==> config.mk <==
export PLATFORM = sky130hd
export DESIGN_NAME = tff_bank
export DESIGN_NICKNAME = d
export VERILOG_FILES = /design/src/rtl/tff_pkg.sv /design/src/rtl/tff_cell.sv /design/src/rtl/tff_bank.sv
export SDC_FILE = /design/constraint.sdc
export NUM_CORES = 1
export LEC_CHECK = 0
export CAP_MARGIN = 5
export CELL_PAD_IN_SITES_DETAIL_PLACEMENT = 1
export CELL_PAD_IN_SITES_GLOBAL_PLACEMENT = 1
export CORE_ASPECT_RATIO = 1.4
export CORE_MARGIN = 2
export CORE_UTILIZATION = 29
export DETAILED_ROUTE_END_ITERATION = 8
export PLACE_DENSITY = 0.75
export SYNTH_ARGS = -nofsm -noshare
export SYNTH_HDL_FRONTEND = slang
export SYNTH_SLANG_ARGS = --single-unit
==> constraint.sdc <==
create_clock -name clk -period 2.3 [get_ports clk]
set_clock_uncertainty 0.2 [all_clocks]
set_input_delay 0.23 -clock clk [delete_from_list [all_inputs] [get_ports clk]]
set_output_delay 0.23 -clock clk [all_outputs]
set_load 0.005 [all_outputs]
==> src/rtl/tff_pkg.sv <==
// rtl/tff_pkg.sv - shared mode encoding for the T flip-flop bank
package tff_pkg;

  typedef logic [1:0] tff_mode_t;

  localparam tff_mode_t MODE_HOLD   = 2'b00;
  localparam tff_mode_t MODE_TOGGLE = 2'b01;
  localparam tff_mode_t MODE_LOAD   = 2'b10;
  localparam tff_mode_t MODE_COUNT  = 2'b11;

endpackage

==> src/rtl/tff_cell.sv <==
// rtl/tff_cell.sv - single posedge T/D flip-flop with async active-low reset
module tff_cell (
  input  logic clk,
  input  logic rst,
  input  logic tin,
  input  logic ld,
  input  logic din,
  input  logic rv,
  output logic q
);

  logic q_d;
  logic q_q;

  // Load wins over toggle; otherwise the bit flips when tin is set
  always_comb begin
    q_d = q_q;
    if (ld) begin
      q_d = din;
    end else if (tin) begin
      q_d = ~q_q;
    end
  end

  // State flop; rst is active low and takes effect without a clock
  always_ff @(posedge clk or negedge rst) begin
    if (!rst) begin
      q_q <= rv;
    end else begin
      q_q <= q_d;
    end
  end

  assign q = q_q;

endmodule

==> src/rtl/tff_bank.sv <==
// rtl/tff_bank.sv - parametrised bank of T flip-flops with toggle, load and count modes
module tff_bank
  import tff_pkg::*;
#(
  parameter int               WIDTH   = 8,
  parameter logic [WIDTH-1:0] RST_VAL = '0,
  parameter bit               SAT     = 1'b0
) (
  input  logic             clk,
  input  logic             rst,
  input  logic             en,
  input  logic [1:0]       mode,
  input  logic [WIDTH-1:0] t,
  input  logic [WIDTH-1:0] d,
  input  logic             up,
  output logic [WIDTH-1:0] q,
  output logic [WIDTH-1:0] qbar,
  output logic             tc,
  output logic             toggled
);

  tff_mode_t        mode_e;
  logic [WIDTH-1:0] q_w;
  logic [WIDTH-1:0] cnt_tgl;
  logic [WIDTH-1:0] tin_vec;
  logic             load;
  logic             tc_w;
  logic [WIDTH-1:0] q_n;
  logic             toggled_d;
  logic             toggled_q;

  assign mode_e = tff_mode_t'(mode);

  // Terminal count: all ones counting up, all zeros counting down
  assign tc_w = (mode_e == MODE_COUNT) & (up ? (&q_w) : ~(|q_w));

  // Synchronous toggle chain: a bit flips when every lower bit is at the carry/borrow level
  always_comb begin
    logic all_lower;
    cnt_tgl   = '0;
    all_lower = 1'b1;
    for (int i = 0; i < WIDTH; i++) begin
      cnt_tgl[i] = all_lower;
      all_lower  = all_lower & (up ? q_w[i] : ~q_w[i]);
    end
  end

  // Per-cell toggle/load controls, gated by en and by saturation at terminal count
  always_comb begin
    tin_vec = '0;
    load    = 1'b0;
    if (en) begin
      case (mode_e)
        MODE_TOGGLE: tin_vec = t;
        MODE_LOAD:   load    = 1'b1;
        MODE_COUNT: begin
          if (!(SAT && tc_w)) begin
            tin_vec = cnt_tgl;
          end
        end
        default: ;
      endcase
    end
  end

  // Next bank value, used only to detect whether any bit will change
  always_comb begin
    q_n       = load ? d : (q_w ^ tin_vec);
    toggled_d = en & (|(q_n ^ q_w));
  end

  // Change-detect pulse, cleared by reset
  always_ff @(posedge clk or negedge rst) begin
    if (!rst) begin
      toggled_q <= 1'b0;
    end else begin
      toggled_q <= toggled_d;
    end
  end

  genvar gi;
  generate
    for (gi = 0; gi < WIDTH; gi++) begin : g_cell
      tff_cell u_cell (
        .clk (clk),
        .rst (rst),
        .tin (tin_vec[gi]),
        .ld  (load),
        .din (d[gi]),
        .rv  (RST_VAL[gi]),
        .q   (q_w[gi])
      );
    end
  endgenerate

  assign q       = q_w;
  assign qbar    = ~q_w;
  assign tc      = tc_w;
  assign toggled = toggled_q;

endmodule

==> impl_results.md, run 1 <==
- Status: finished, final reports clean
- Syn-to-layout area delta: 48.24%
- Gr usage total: 0.1872
- Met1 Use GR: 0.2308
- Mapped Nets: 160
- Die area: 3916 sq um
- CP Cell Sequence: or4_4, nor4_2, a21oi_1, nor2_1, dlygate4sd2_1
- Rows: 25
- EDFF count, synth: 0
- Worst hold slack: 0.1092 ns
- Cell variety after synth: 31
- Comb power frac: 0.534
- Net count reported at finish: 195
- Crit end category: primary output
- WP data required: 1.87 ns
- Initial cell density of the core: 0.2996
- Fmax: 457.3 MHz
- H-Tree Depth: 1
- Via density: 5.325
- Synthesis-stage register bit count: 9
- DRT antenna net count: 0
- Inserted Clock Buffers: 3
- Fin. Hold Viols: 0
- Worst endpoint data arrival time: 1.76 ns
- Startpoint type of the worst setup path: flop
- Worst slew pin tran: 0.4559 ns
- Worst vdd ir: 0.3030 mV
- CTS tree: done
- Dpl cell area: 1419 sq um
- RSZ-0062 raised after global routing: no
- Syn Area/Cell: 7.199 sq um
- Hold WC Path Type: input port to async pin
- Setup bufs post-CTS: 0
- Pwr dens: 598.4 nW/um^2
- Clk slew on worst S/H paths: 0.05 ns
- Final worst slack: 0.1132 ns
- Final Core Density: 0.4442
- Routability cong.: 0.8385
- WL/cell: 15.95 um
- Met2 usage: 0.3320
- GR Util met3: 0.02236
- Share of cells above drive strength 1: 0.1279
- Critical-path maximum fanout: 2
- Final Max Tran Viols: 0
- Initial antenna violation count: 0
- CTS Root Cell: clkbuf_8
- Total Routed Length: 3381 um
- Final Cycle Share: 0.9508
- Clock share of power: 0.218
- Gr busiest metal: met2
- FF+latch area: 225.2 sq um
- Worst-case reg-to-reg path depth: 6
- Max_cap viols: 0
- P_int: 0.5636 mW
- Pin count of the biggest net entering global routing: 20
- Die X: 53.47 um
- Synthesis Warnings: 0
- Multi-input logic area: 611.8 sq um
- Dpl hpwl: 2581 um
- Max Root-Sink Buffers: 2
- GRT Residual Overflow: 0
- Slew HR: 0.6951
- Synth Flop Type: dfrtp_1
- Initial DRC Count: 24
- Switching power: 0.3176 mW
- Seq/Total Area, Yosys: 0.2267
- Fill cells: 421
- Post-Place Worst Slack: -0.2250 ns
- DRC viols: 0
- DRT Pass-1 Iters: 4
- Lkg Pwr: 0.6113 nW
- Critical path class: flop to primary output
- Antenna Cells: 0
- Detailed-route via count: 1129
- Gate Count Post-Synth: 138
- Slowest-stage cell, CP: or4_4
- Cell area after layout: 1473 sq um
- FFs w/ async S/R, synth: 1.000
- Final Setup Violations: 0
- Port bufs: 39
- Die height: 73.25 um
- Worst stage delay on the critical path: 0.52 ns
- Number of global-route vias before repair: 1152
- Register share of total power: 0.248
- Clk sinks: 9
- Min Tclk post-route: 2.187 ns
- # IOs: 40
- Switching Share: 0.3604
- Mapped Area: 993.5 sq um
- Worst skew pair latency: 0.24 ns
- First-pass GRT wire length: 5478 um
- Core ar.: 3316 sq um
Yosys cell counts, drive strengths merged, types with 2 or more instances:
library cell,number,area [sq um]
buf,13,91.34
dfrtp,9,225.2
nor2,4,15.01
xor2,3,26.28
a21oi,16,91.34
nor2b,2,12.51
nand4,2,12.51
inv,11,41.29
clkbuf,9,33.78
or4,3,26.27
mux2i,8,80.08
a41oi,2,17.52
o21ai,15,75.07
nand2,9,33.78
xnor2,6,52.55
nand3,6,30.03
or3,2,12.51
nor3,2,10.01
o22ai,8,50.05
layout by cell type, fill, tap and decap left out, types with 2 or more instances in the layout:
cell type        Yosys  routed
buf_4                8      12
nand4_1              2       2
or4_4                1       2
a41oi_1              2       2
nand2_1              9       9
mux2i_1              8       8
o22ai_1              8       8
nor2_1               4       4
inv_1               11      11
xnor2_1              6       6
o21ai_0             15      15
a21oi_1             15      15
clkdlybuf4s50_1      0      37
nor2b_1              2       2
nand3_1              6       6
nor3_1               2       2
clkbuf_8             0       3
or3_1                2       2
xor2_1               3       3
dfrtp_1              9       9
dlygate4sd2_1        0       2
per-layer routing:
metal,part of all wire,up-vias,wire [um]
met5,0,-,0
met4,0.0062,0,21
met2,0.55,31,1864
met3,0.030,2,102
met1,0.41,548,1394
li1,-,548,-
metrics by stage:
step	std cells	power, mW	TNS, ns
2_1_floorplan	138	0.4794	0
3_3_place_gp	208	0.6728	-0.1928
3_5_place_dp	208	0.6876	-0.2323
4_1_cts	212	0.8903	0
5_1_grt	212	0.9435	0
6_report	212	0.8813	0
state kept, by name, indices dropped and copies added, names as in the netlist:
register,count
toggled,1
g_cell.u_cell.q,8
what timing repair did:
action                                  CTS  global route
endpoints found under the setup margin    1             0
resized for setup                         4             0
hold buffers                              0             0
path summary, 6_finish.rpt:
kind / start / endpoint / slack, ns
worst max-delay path: g_cell[3].u_cell.q / tc / 0.11
worst min-delay path: rst / g_cell[3].u_cell.q / 0.11
worst max register to register: g_cell[0].u_cell.q / g_cell[5].u_cell.q / 0.28
worst min register to register: g_cell[0].u_cell.q / g_cell[0].u_cell.q / 0.55
max in group asynchronous: rst / g_cell[4].u_cell.q / 1.47
min in group clk: en / toggled / 0.44
power by group through the flow:
stage	clock network [mW]	logic, mW	registers, mW
6_report	0.192	0.471	0.219
5_1_grt	0.203	0.517	0.224
4_1_cts	0.195	0.476	0.219
3_5_place_dp	0	0.468	0.220
3_3_place_gp	0	0.455	0.217
2_1_floorplan	0	0.273	0.207
worst max-delay path: cells and delay by family, from the launching register on:
kind,cells,cell delay (ns)
and+or+nand+nor,3,0.83
DFF,1,0.38
buffers and inverters,1,0.23
AOI/OAI and AO/OA,1,0.06
final cells by class:
type / count / share of cell area
well taps: 40 / 0.03398
clock inverters: 1 / 0.003398
inverters: 11 / 0.02804
repair buffers: 52 / 0.3381
clock buffers: 3 / 0.02804
flip-flops and latches: 9 / 0.1529
multi-input cells: 96 / 0.4155
kinds of logic after synthesis:
| group | count (synthesis) | synth area share |
|---|---|---|
| AO/OA/AOI/OAI | 46 | 0.2733 |
| AND/OR/NAND/NOR | 33 | 0.1725 |
| buffers and inverters | 33 | 0.1675 |
| XOR/XNOR | 9 | 0.07935 |
| flip-flops | 9 | 0.2267 |
| multiplexers | 8 | 0.08061 |
Note: power is estimated with default switching activity, not from simulation.
==> inputs of run 2 (changes only) <==
==> config.mk (replaced) <==
export PLATFORM = sky130hd
export DESIGN_NAME = tff_bank
export DESIGN_NICKNAME = d
export VERILOG_FILES = /design/src/rtl/tff_pkg.sv /design/src/rtl/tff_cell.sv /design/src/rtl/tff_bank.sv
export SDC_FILE = /design/constraint.sdc
export NUM_CORES = 1
export LEC_CHECK = 0
export CAP_MARGIN = 5
export DETAILED_ROUTE_END_ITERATION = 8
export GPL_TIMING_DRIVEN = 0
export SYNTH_ARGS = -nofsm -noshare
export SYNTH_HDL_FRONTEND = slang
export SYNTH_HIERARCHICAL = 1
export SYNTH_SLANG_ARGS = --single-unit
==> impl_results.md, run 2 <==
- Status: did not finish (was finished, final reports clean)
- Stopped at: synthesis
- Stop Error: ERROR: Found 8 problems in 'check -assert'.
- Synth Flop Type: dfrtp_1 (unchanged)
- Synthesis-stage register bit count: 1 (was 9)
- Cell variety after synth: 35 (was 31)
- EDFF count, synth: 0 (unchanged)
- Top-area cell type share of the netlist area: 0.1353 (was 0.2267)
- Count leader, synth: inv_1
- Top cells by area, synth: mux2i_1 14%, xnor2_1 12%, inv_1 9.6%, or2_1 8.5%, a221oi_4 3.9% (was dfrtp_1 23%, mux2i_1 8.1%, a21oi_1 7.6%, o21ai_0 7.6%, buf_4 6.0%)
- Yosys stat chip area: 665.6 sq um
- Synthesis Warnings: 0 (unchanged)
- Yosys cell count: 99
- FFs w/ async S/R, synth: 1.000 (unchanged)
- Most frequent cells after synthesis: 17 x inv_1, 9 x mux2i_1, 9 x or2_1, 9 x xnor2_1, 7 x nor2_1 (was 15 x a21oi_1, 15 x o21ai_0, 11 x inv_1)
- Largest area contributor in the netlist: mux2i_1 (was dfrtp_1)
- Seq/Total Area, Yosys: 0.03759 (was 0.2267)
-- run 2: cell types whose count changed after synthesis, moves of 5 or more --
cell / delta
a21oi_1: -12
buf_4: -8
o22ai_1: -8
or2_1: +9
clkbuf_1: -7
inv_1: +6
nand2_1: -5
dfrtp_1: -8
o21ai_0: -14
-- run 2: cell families after synthesis --
logic type / after synthesis / synth area share
simple gates: 40 / 0.3365
other cells: 1 / 0.005634
buf+inv: 22 / 0.1391
mux: 9 / 0.1353
compound gates: 15 / 0.2011
flops: 1 / 0.03759
xor+xnor: 11 / 0.1447
